## config.mk

```make
export PLATFORM = sky130hd
export DESIGN_NAME = div_gen_axis_flat
export DESIGN_NICKNAME = d
export VERILOG_FILES = /design/src/rtl/div_pkg.sv /design/src/rtl/div_gen_axis_if.sv /design/src/rtl/div_stage.sv /design/src/rtl/div_gen_axis.sv /design/src/flat_wrapper.sv
export SDC_FILE = /design/constraint.sdc
export NUM_CORES = 2
export LEC_CHECK = 0
export BUFFER_PORTS_ARGS = -buffer_cell sky130_fd_sc_hd__buf_2
export CORE_AREA = 2 2 441 770
export DETAILED_ROUTE_END_ITERATION = 8
export DIE_AREA = 0 0 443 772
export GPL_TIMING_DRIVEN = 0
export PLACE_DENSITY = 0.53
export SYNTH_ARGS = -nofsm -noshare
export SYNTH_HDL_FRONTEND = slang
export SYNTH_SLANG_ARGS = --single-unit
```

## constraint.sdc

```tcl
create_clock -name aclk -period 4 [get_ports aclk]
set_input_delay 0.2 -clock aclk [delete_from_list [all_inputs] [get_ports aclk]]
set_output_delay 0.2 -clock aclk [all_outputs]
set_load 0.03 [all_outputs]
```

## src/rtl/div_pkg.sv

```systemverilog
// Shared widths and result-field layout for the divider instances.
package div_pkg;

  localparam int unsigned DIVIDEND_W_DEF = 32;
  localparam int unsigned DIVISOR_W_DEF  = 24;

  // Result bus layout: {quotient, remainder}
  localparam int unsigned QUO_LSB = DIVISOR_W_DEF;
  localparam int unsigned REM_LSB = 0;

  // Quotient field offset for a given remainder width
  function automatic int unsigned quo_lsb(input int unsigned divisor_w);
    return divisor_w;
  endfunction

endpackage

```

## src/rtl/div_gen_axis_if.sv

```systemverilog
// AXI4-Stream dividend/divisor/result channels of the divider.
interface div_gen_axis_if #(
  parameter int unsigned DIVIDEND_W = div_pkg::DIVIDEND_W_DEF,
  parameter int unsigned DIVISOR_W  = div_pkg::DIVISOR_W_DEF
) ();

  localparam int unsigned OUT_W = DIVIDEND_W + DIVISOR_W;

  logic                  s_axis_divisor_tvalid;
  logic                  s_axis_divisor_tready;
  logic [DIVISOR_W-1:0]  s_axis_divisor_tdata;
  logic                  s_axis_dividend_tvalid;
  logic                  s_axis_dividend_tready;
  logic [DIVIDEND_W-1:0] s_axis_dividend_tdata;
  logic                  m_axis_dout_tvalid;
  logic [OUT_W-1:0]      m_axis_dout_tdata;
  logic                  m_axis_dout_tuser;

  // Divider side
  modport slave (
    input  s_axis_divisor_tvalid, s_axis_divisor_tdata,
    input  s_axis_dividend_tvalid, s_axis_dividend_tdata,
    output s_axis_divisor_tready, s_axis_dividend_tready,
    output m_axis_dout_tvalid, m_axis_dout_tdata, m_axis_dout_tuser
  );

  // Operand source / result sink side
  modport master (
    output s_axis_divisor_tvalid, s_axis_divisor_tdata,
    output s_axis_dividend_tvalid, s_axis_dividend_tdata,
    input  s_axis_divisor_tready, s_axis_dividend_tready,
    input  m_axis_dout_tvalid, m_axis_dout_tdata, m_axis_dout_tuser
  );

endinterface

```

## src/rtl/div_stage.sv

```systemverilog
// One registered radix-2 restoring division step on unsigned magnitudes.
module div_stage #(
  parameter int unsigned DIVIDEND_W = div_pkg::DIVIDEND_W_DEF,
  parameter int unsigned DIVISOR_W  = div_pkg::DIVISOR_W_DEF
) (
  input  logic                  clk,
  input  logic                  rst_n,
  input  logic                  en,
  input  logic                  in_valid,
  input  logic [DIVIDEND_W-1:0] in_qa,
  input  logic [DIVISOR_W-1:0]  in_r,
  input  logic [DIVISOR_W-1:0]  in_b,
  input  logic                  in_neg_q,
  input  logic                  in_neg_r,
  input  logic                  in_dz,
  output logic                  out_valid,
  output logic [DIVIDEND_W-1:0] out_qa,
  output logic [DIVISOR_W-1:0]  out_r,
  output logic [DIVISOR_W-1:0]  out_b,
  output logic                  out_neg_q,
  output logic                  out_neg_r,
  output logic                  out_dz
);

  // qa holds the unconsumed dividend bits on top and the quotient bits
  // collected so far at the bottom; it shifts left one bit per stage.
  logic [DIVISOR_W:0]    shifted_c;
  logic                  ge_c;
  logic [DIVISOR_W-1:0]  r_next_c;
  logic [DIVIDEND_W-1:0] qa_next_c;

  // Shift in next dividend bit, trial-subtract divisor, pick quotient bit
  always_comb begin
    shifted_c = {in_r, in_qa[DIVIDEND_W-1]};
    ge_c      = (shifted_c >= {1'b0, in_b});
    // When ge_c is set the difference is below the divisor, so the low
    // DIVISOR_W bits hold it exactly.
    r_next_c  = ge_c ? (shifted_c[DIVISOR_W-1:0] - in_b) : shifted_c[DIVISOR_W-1:0];
    qa_next_c = {in_qa[DIVIDEND_W-2:0], ge_c};
  end

  // Valid bit, cleared by reset
  always_ff @(posedge clk or negedge rst_n) begin
    if (!rst_n) begin
      out_valid <= 1'b0;
    end else if (en) begin
      out_valid <= in_valid;
    end
  end

  // Data path, not reset
  always_ff @(posedge clk) begin
    if (en) begin
      out_qa    <= qa_next_c;
      out_r     <= r_next_c;
      out_b     <= in_b;
      out_neg_q <= in_neg_q;
      out_neg_r <= in_neg_r;
      out_dz    <= in_dz;
    end
  end

endmodule

```

## src/rtl/div_gen_axis.sv

```systemverilog
// Fully pipelined integer divider with AXI4-Stream operand and result channels.
module div_gen_axis #(
  parameter int unsigned DIVIDEND_W = div_pkg::DIVIDEND_W_DEF,
  parameter int unsigned DIVISOR_W  = div_pkg::DIVISOR_W_DEF,
  parameter bit          SIGNED     = 1'b1
) (
  input  logic          aclk,
  input  logic          aresetn,
  input  logic          aclken,
  div_gen_axis_if.slave axis
);

  import div_pkg::*;

  localparam int unsigned OUT_W = DIVIDEND_W + DIVISOR_W;
  localparam int unsigned N     = DIVIDEND_W;
  localparam int unsigned Q_LSB = quo_lsb(DIVISOR_W);

  logic                  rdy;
  logic                  launch_c;
  logic                  a_neg_c;
  logic                  b_neg_c;
  logic [N-1:0]          a_mag_c;
  logic [DIVISOR_W-1:0]  b_mag_c;

  logic                  in_valid;
  logic [N-1:0]          in_qa;
  logic [DIVISOR_W-1:0]  in_b;
  logic                  in_neg_q;
  logic                  in_neg_r;
  logic                  in_dz;

  // Pipeline taps: index 0 is the input register, index N the last stage
  logic                  v_p     [0:N];
  logic [N-1:0]          qa_p    [0:N];
  logic [DIVISOR_W-1:0]  r_p     [0:N];
  logic [DIVISOR_W-1:0]  b_p     [0:N];
  logic                  nq_p    [0:N];
  logic                  nr_p    [0:N];
  logic                  dz_p    [0:N];

  logic [N-1:0]          q_c;
  logic [DIVISOR_W-1:0]  rem_c;
  logic [OUT_W-1:0]      res_c;

  logic                  dout_valid;
  logic [OUT_W-1:0]      dout_data;
  logic                  dout_user;

  // Ready goes high on the first clock after reset release
  always_ff @(posedge aclk or negedge aresetn) begin
    if (!aresetn) begin
      rdy <= 1'b0;
    end else begin
      rdy <= 1'b1;
    end
  end

  assign axis.s_axis_divisor_tready  = rdy;
  assign axis.s_axis_dividend_tready = rdy;

  // Launch condition and operand magnitudes
  always_comb begin
    launch_c = rdy & axis.s_axis_divisor_tvalid & axis.s_axis_dividend_tvalid;
    a_neg_c  = SIGNED & axis.s_axis_dividend_tdata[N-1];
    b_neg_c  = SIGNED & axis.s_axis_divisor_tdata[DIVISOR_W-1];
    a_mag_c  = a_neg_c ? (~axis.s_axis_dividend_tdata + N'(1))
                       : axis.s_axis_dividend_tdata;
    b_mag_c  = b_neg_c ? (~axis.s_axis_divisor_tdata + DIVISOR_W'(1))
                       : axis.s_axis_divisor_tdata;
  end

  // Input register valid bit; a bubble enters when nothing launches
  always_ff @(posedge aclk or negedge aresetn) begin
    if (!aresetn) begin
      in_valid <= 1'b0;
    end else if (aclken) begin
      in_valid <= launch_c;
    end
  end

  // Input register data: magnitudes plus sign and divide-by-zero flags
  always_ff @(posedge aclk) begin
    if (aclken && launch_c) begin
      in_qa    <= a_mag_c;
      in_b     <= b_mag_c;
      in_neg_q <= a_neg_c ^ b_neg_c;
      in_neg_r <= a_neg_c;
      in_dz    <= (axis.s_axis_divisor_tdata == '0);
    end
  end

  assign v_p[0]  = in_valid;
  assign qa_p[0] = in_qa;
  assign r_p[0]  = '0;
  assign b_p[0]  = in_b;
  assign nq_p[0] = in_neg_q;
  assign nr_p[0] = in_neg_r;
  assign dz_p[0] = in_dz;

  // One restoring stage per dividend bit
  for (genvar i = 0; i < N; i++) begin : g_stage
    div_stage #(
      .DIVIDEND_W (DIVIDEND_W),
      .DIVISOR_W  (DIVISOR_W)
    ) u_stage (
      .clk       (aclk),
      .rst_n     (aresetn),
      .en        (aclken),
      .in_valid  (v_p[i]),
      .in_qa     (qa_p[i]),
      .in_r      (r_p[i]),
      .in_b      (b_p[i]),
      .in_neg_q  (nq_p[i]),
      .in_neg_r  (nr_p[i]),
      .in_dz     (dz_p[i]),
      .out_valid (v_p[i+1]),
      .out_qa    (qa_p[i+1]),
      .out_r     (r_p[i+1]),
      .out_b     (b_p[i+1]),
      .out_neg_q (nq_p[i+1]),
      .out_neg_r (nr_p[i+1]),
      .out_dz    (dz_p[i+1])
    );
  end

  // Sign restoration and result packing; zero divisor forces a zero result
  always_comb begin
    q_c   = nq_p[N] ? (~qa_p[N] + N'(1)) : qa_p[N];
    rem_c = nr_p[N] ? (~r_p[N] + DIVISOR_W'(1)) : r_p[N];
    if (dz_p[N]) begin
      q_c   = '0;
      rem_c = '0;
    end
    res_c = '0;
    res_c[Q_LSB +: N]           = q_c;
    res_c[REM_LSB +: DIVISOR_W] = rem_c;
  end

  // Output register; data only loads on valid beats so it reads 0 until the first result
  always_ff @(posedge aclk or negedge aresetn) begin
    if (!aresetn) begin
      dout_valid <= 1'b0;
      dout_data  <= '0;
      dout_user  <= 1'b0;
    end else if (aclken) begin
      dout_valid <= v_p[N];
      dout_user  <= v_p[N] & dz_p[N];
      if (v_p[N]) begin
        dout_data <= res_c;
      end
    end
  end

  assign axis.m_axis_dout_tvalid = dout_valid;
  assign axis.m_axis_dout_tdata  = dout_data;
  assign axis.m_axis_dout_tuser  = dout_user;

endmodule

```

## src/flat_wrapper.sv

```systemverilog
// flat-port wrapper written by rule: the top's interface ports become plain ports
module div_gen_axis_flat import div_pkg::*;
#(
  parameter int unsigned DIVIDEND_W = div_pkg::DIVIDEND_W_DEF,
  parameter int unsigned DIVISOR_W  = div_pkg::DIVISOR_W_DEF,
  parameter bit          SIGNED     = 1'b1
)
  (aclk, aresetn, aclken, axis_s_axis_divisor_tvalid, axis_s_axis_divisor_tdata, axis_s_axis_dividend_tvalid, axis_s_axis_dividend_tdata, axis_s_axis_divisor_tready, axis_s_axis_dividend_tready, axis_m_axis_dout_tvalid, axis_m_axis_dout_tdata, axis_m_axis_dout_tuser);
  div_gen_axis_if #(.DIVIDEND_W(DIVIDEND_W), .DIVISOR_W(DIVISOR_W)) axis_i ();
  input  logic aclk;
  input  logic aresetn;
  input  logic aclken;
  input wire logic [$bits(axis_i.s_axis_divisor_tvalid)-1:0] axis_s_axis_divisor_tvalid;
  input wire logic [$bits(axis_i.s_axis_divisor_tdata)-1:0] axis_s_axis_divisor_tdata;
  input wire logic [$bits(axis_i.s_axis_dividend_tvalid)-1:0] axis_s_axis_dividend_tvalid;
  input wire logic [$bits(axis_i.s_axis_dividend_tdata)-1:0] axis_s_axis_dividend_tdata;
  output wire logic [$bits(axis_i.s_axis_divisor_tready)-1:0] axis_s_axis_divisor_tready;
  output wire logic [$bits(axis_i.s_axis_dividend_tready)-1:0] axis_s_axis_dividend_tready;
  output wire logic [$bits(axis_i.m_axis_dout_tvalid)-1:0] axis_m_axis_dout_tvalid;
  output wire logic [$bits(axis_i.m_axis_dout_tdata)-1:0] axis_m_axis_dout_tdata;
  output wire logic [$bits(axis_i.m_axis_dout_tuser)-1:0] axis_m_axis_dout_tuser;
  assign axis_i.s_axis_divisor_tvalid = axis_s_axis_divisor_tvalid;
  assign axis_i.s_axis_divisor_tdata = axis_s_axis_divisor_tdata;
  assign axis_i.s_axis_dividend_tvalid = axis_s_axis_dividend_tvalid;
  assign axis_i.s_axis_dividend_tdata = axis_s_axis_dividend_tdata;
  assign axis_s_axis_divisor_tready = axis_i.s_axis_divisor_tready;
  assign axis_s_axis_dividend_tready = axis_i.s_axis_dividend_tready;
  assign axis_m_axis_dout_tvalid = axis_i.m_axis_dout_tvalid;
  assign axis_m_axis_dout_tdata = axis_i.m_axis_dout_tdata;
  assign axis_m_axis_dout_tuser = axis_i.m_axis_dout_tuser;
  div_gen_axis #(.DIVIDEND_W(DIVIDEND_W), .DIVISOR_W(DIVISOR_W), .SIGNED(SIGNED)) u_core (.aclk(aclk), .aresetn(aresetn), .aclken(aclken), .axis(axis_i));
endmodule
```

======== After elaboration in Yosys (flattened, before gate mapping) ========
Cells that the tools add are included.
storage, ports and cells
  register bits ........................... 2783
  input bits .............................. 61
  output and inout bits ................... 60
  logic and storage cells ................. 353
operators by class
  $add $sub $neg .......................... 36
  magnitude comparators ................... 32
  muxes and demuxes ....................... 38
  bitwise logic cells ..................... 8
  reduce and logical (&&, ||, !) cells .... 3
operator list
  operator                                        count
  2-to-1 mux 24 bit                               33
  >= comparator 25 x 24 -> 1 bit                  31
  subtractor 24 bit                               31
  adder 32 x 1 -> 32 bit (second input constant)  2
  2-to-1 mux 32 bit                               2
  inverter 32 bit                                 2
  adder 24 x 1 -> 24 bit (second input constant)  2
  inverter 24 bit                                 2
  2-to-1 mux 31 bit                               1
  >= comparator 1 x 24 -> 1 bit                   1
  logical NOT 24 bit                              1
  subtractor 1 x 24 -> 24 bit                     1
  2-to-1 mux 23 bit                               1
  AND 1 bit                                       3
  AND reduction 2 bit                             1
  logical AND 1 bit                               1
  2-to-1 mux 1 bit                                1
  XOR 1 bit                                       1

======== Logic depth before layout (Yosys ltp) ========
  depth after elaboration ................. 4
  depth in mapped cells ................... 14

======== Modules after synthesis ========
From an unflattened synthesis, not the netlist that was laid out.
second synthesis, totals
  cell total of the unflattened synthesis .. 11900
  area, all modules ....................... 149024.2 um^2
modules (own cells, without submodules)
  module                                      times used  cells each  area an instance (um^2)
  div_stage (u_core.g_stage[10].u_stage ...)  26          364         4518.1
  div_stage (u_core.g_stage[0].u_stage ...)   6           308         4220.3
  div_gen_axis                                1           588         6232.2

======== Least setup slack after synthesis ========
No wires, ideal clock.
  kind .................................... register to register
  start point ............................. register u_core.g_stage[27].u_stage.out_b[1]
  end point ............................... register u_core.g_stage[28].u_stage.out_r[10] (data pin)
  setup time .............................. 0.260 ns
  data arrival time ....................... 3.352 ns
  required time ........................... 3.740 ns
  slack ................................... 0.387 ns
  stages on the path, launching flop included .. 14
  path buffers ............................ 2
  period minus slack after synthesis ...... 3.613 ns
  cell sequence ........................... edfxtp_1 -> inv_1 -> ha_1 -> nor2b_1 -> o31a_1 -> o41a_1 -> a22o_1 -> o211ai_2 -> a21oi_2 -> or4_1 -> a311o_1 -> buf_6 -> buf_6 -> mux2_4
on the way
  longest elaborated chain between the ends .. 2
RTL lines
  item                                                                        RTL line                          text
  start: declaration                                                          div_stage.sv:19                   output logic [DIVISOR_W-1:0] out_b,
  start signal: assignment                                                    div_stage.sv:56                   out_b <= in_b;
  subtractor 24 bit / >= comparator 25 x 24 -> 1 bit (equally long branches)  div_stage.sv:38, div_stage.sv:35
  2-to-1 mux 24 bit (*)                                                       div_stage.sv:38                   r_next_c = ge_c ? (shifted_c[DIVISOR_W-1:0] - in_b) : shifted_c[DIVISOR_W-1:0];
  via u_core.g_stage[28].u_stage.r_next_c[10]                                 div_stage.sv:29                   logic [DIVISOR_W-1:0] r_next_c;
  end signal: assignment                                                      div_stage.sv:55                   out_r <= r_next_c;
  end: declaration                                                            div_stage.sv:18                   output logic [DIVISOR_W-1:0] out_r,
Mark *: on every way through the listed nets, which the timed path passes. The rest lies on a longest branch.
A chain may end at the register's enable or synchronous reset.

======== Final worst setup path ========
  start point ............................. register u_core.g_stage[11].u_stage.out_b[3]
  end point ............................... register u_core.g_stage[12].u_stage.out_r[11] (data pin)
on the way
  longest elaborated chain between the ends .. 2
RTL lines
  item                                                                        RTL line
  start: declaration                                                          div_stage.sv:19
  start signal: assignment                                                    div_stage.sv:56
  subtractor 24 bit / >= comparator 25 x 24 -> 1 bit (equally long branches)  div_stage.sv:38, div_stage.sv:35
  2-to-1 mux 24 bit (*)                                                       div_stage.sv:38
  via u_core.g_stage[12].u_stage.r_next_c[11]                                 div_stage.sv:29
  end signal: assignment                                                      div_stage.sv:55
  end: declaration                                                            div_stage.sv:18
Marked as above.

==> impl_metrics.env <==
export IMPL_grt_overflow=0
export IMPL_cts_path_max_buffers=4
export IMPL_clkTransAtPathRegs_ns=0.06
export IMPL_path_class="register to register"
export IMPL_grt_util_all_layers_pct=20.9
export IMPL_clock_sinks=2783
export IMPL_syn_cell_area_um2=134000
export IMPL_gp_congestion=0.912
export IMPL_p_clk_share_pct=22.2
export IMPL_instances_no_fill=15423
export IMPL_hold_slack_ns=0.153
export IMPL_yosys_warnings=0
export IMPL_grt_start_max_net_pins=193
export IMPL_async_flop_share_pct=3.31
export IMPL_synth_cells=10188
export IMPL_synth_net_count=11030
export IMPL_rows=282
export IMPL_grt_pass1_wl_um=530000
export IMPL_nNetsFinal=11590
export IMPL_cts_max_level=5
export IMPL_routed_wl_um=363000
export IMPL_slew_viol_final=0
export IMPL_antenna_found_initial=19
export IMPL_num_io_pins=121
export IMPL_via_count=81122
export IMPL_total_power_w=0.118
export IMPL_seqPwrFrac_pct=37.3
export IMPL_min_period_ns=3.95
export IMPL_crit_required_ns=4.59
export IMPL_cts_root_buffer="clkbuf_16"
export IMPL_fp_dieH_um=772
export IMPL_final_antenna_net_count=0
export IMPL_p_int_w=0.0750
export IMPL_drive_above_1_share_pct=9.38
export IMPL_drc_errors=0
export IMPL_hold_violations=0
export IMPL_synth_edff_count=2691
export IMPL_syn_to_final_growth_pct=13.6
export IMPL_grt_pass1_vias=84299
export IMPL_swShare_pct=36.6
export IMPL_routed_via_density=5.26
export IMPL_dp_cells=14730
export IMPL_die_area_um2=342000
export IMPL_cp_max_fo=10
export IMPL_dr_first_iter_drc_count=4484
export IMPL_cts_tree="yes"
export IMPL_avgSynthCellArea_um2=13.1
export IMPL_drt_wirelength_per_cell_um=23.5
export IMPL_synth_ff_type="edfxtp_1"
export IMPL_synth_cell_types=93
export IMPL_design_area_um2=152000
export IMPL_maxCapViolCount=0
export IMPL_powerDensity_nw_per_um2=778
export IMPL_crit_arrival_ns=4.54
export IMPL_io_buffer_count=120
export IMPL_combPwrFrac_pct=40.5
export IMPL_r2r_slack_ns=0.05
export IMPL_fin_crit_sh_pct=98.7
export IMPL_p_leak_nw=59.2
export IMPL_die_w_um=443
export IMPL_ys_ff_latch=2783
export IMPL_hold_class="input pin to register"
export IMPL_peakVddDrop_mv=0.442
export IMPL_max_freq_mhz=253
export IMPL_worst_pin_slew_ns=1.17
export IMPL_core_area_um2=336000
export IMPL_synth_top_cell_by_area="edfxtp_1"
export IMPL_cts_made_buffers=282
export IMPL_cp_end_kind="register"
export IMPL_synth_top_cell_area_share_pct=60.4
export IMPL_finalClockSkew_ns=0.0760
export IMPL_maxSlewHeadroom_pct=21.2
export IMPL_setup_viol=0
export IMPL_drtPass1Iterations=6
export IMPL_start_util_pct=39.8
export IMPL_dpl_cell_area_um2=140000
export IMPL_synth_area_leaders="edfxtp_1 60%, ha_1 7.0%, xnor2_1 2.8%"
export IMPL_status="completed"
export IMPL_hpwl_um=280000
export IMPL_start_kind="register"
export IMPL_synth_seq_area_share_pct=62.1
export IMPL_clkLatencyLatePin_ns=0.90
export IMPL_p_sw_w=0.0433
## per-stage QoR
step | setup WS [ns] | TNS [ns] | util [%]
after floorplan | 0.387 | 0 | -
after global placement | -48.03 | - | 41.6
after detailed placement | -2.12 | -588.39 | 41.8
after CTS | 0.00213 | 0 | 45.1
after global routing | -0.0119 | -0.0119 | 45.2
final | 0.0512 | 0 | 45.2
## layer usage
metal | vias up | GRT usage [%] | share of wire [%]
li1 | 39058 | - | -
met1 | 39684 | 17.6 | 31
met2 | 1520 | 43.1 | 58
met3 | 860 | 2.16 | 2.4
met4 | 0 | 16.1 | 9.0
met5 | - | 0 | 0
## kinds of logic after synthesis
family	share of synthesized area, %
AOI/OAI and AO/OA	11.0
muxes	4.47
buffers and inverters	3.35
xor gates and xnor gates	4.32
DFF	62.1
adders and majority gates	7.48
and+or+nand+nor	7.23
other	0.00280
## cell type report
class / count / area, um2
Inverter: 1011 / 3830
Clock buffer: 338 / 7390
Antenna cell: 53 / 133
Buffer: 163 / 861
Timing Repair Buffer: 286 / 2740
Sequential cell: 2783 / 83100
Multi-Input combinational cell: 6221 / 46800
Tap cell: 4402 / 5510
Fill cell: 30350 / 184000
Clock inverter: 166 / 1620
## cell usage after synthesis (all sizes together), types with 143 or more instances
cell type	count
ha	750
xnor2	431
a21o	292
a21oi	636
mux2	476
o21ai	479
xor2	229
nand3	143
nor3	149
clkbuf	143
nor2	503
inv	1011
edfxtp	2691
nand2	519
## power by group through the flow
stage               registers [W]  clock network (W)  logic [W]
global route               0.0446             0.0282     0.0525
CTS                        0.0443             0.0272     0.0480
detailed placement         0.0449                  0     0.0465
floorplan                  0.0423                  0     0.0327
finish                     0.0441             0.0263     0.0479
global placement           0.0469                  0     0.0458
## state kept, by name, summed over array words and instances, names as in the netlist, 56 cells and up
signal / cells
u_core.g_stage.u_stage.out_b: 744
u_core.g_stage.u_stage.out_qa: 1024
u_core.g_stage.u_stage.out_r: 768
u_core.axis.m_axis_dout_tdata: 56
## cells in the final DEF, fill, tap and decap left out, types with 83 or more instances in the layout
cell type / count
o21bai_1: 83
a21o_1: 292
edfxtp_1: 2691
nand2_1: 518
buf_2: 129
a21oi_1: 622
nand2b_1: 99
mux2_2: 179
o21ai_1: 87
o21a_1: 111
ha_1: 749
dfrtp_1: 92
nor2_1: 502
nor2b_1: 126
o21ai_0: 378
nor3_1: 147
nand3_1: 143
xor2_1: 229
clkbuf_16: 288
xnor2_1: 431
clkbuf_1: 135
nand4_1: 99
dlygate4sd3_1: 98
inv_1: 994
mux2_1: 280
## worst max-delay path, stage by stage, from the launching register on
cell and delay, ns:
edfxtp_1 0.53, inv_1 0.08, ha_1 0.36, o21a_1 0.15, o31a_1 0.16, o41ai_4 0.35, a31oi_2 0.22, a21oi_2 0.27
o31ai_1 0.12, o41a_1 0.45, o32a_2 0.30, clkbuf_4 0.26, mux2_1 0.44
## repair_timing
action	CTS	global route
endpoints found under the hold margin	256	0
hold buffers	102	0
endpoints found under the setup margin	664	260
cloned	1	1
buffers inserted	30	12
gates resized for setup	172	77
pin swaps	9	5
## path summary, 6_finish.rpt
check                      cells after the start                             startpoint                                     to
setup / recovery                              12    u_core.g_stage[11].u_stage.out_b[3]   u_core.g_stage[12].u_stage.out_r[11]
min in group asynchronous                      4                                aresetn     u_core.axis.s_axis_dividend_tready
setup reg to reg                              12    u_core.g_stage[11].u_stage.out_b[3]   u_core.g_stage[12].u_stage.out_r[11]
hold reg to reg                                0  u_core.g_stage[26].u_stage.out_qa[24]  u_core.g_stage[27].u_stage.out_qa[25]
hold / removal                                 2          axis_s_axis_dividend_tdata[0]                        u_core.in_qa[0]
max in group asynchronous                      4                                aresetn      u_core.axis.m_axis_dout_tdata[49]
Power figures use the tool's default switching activity.
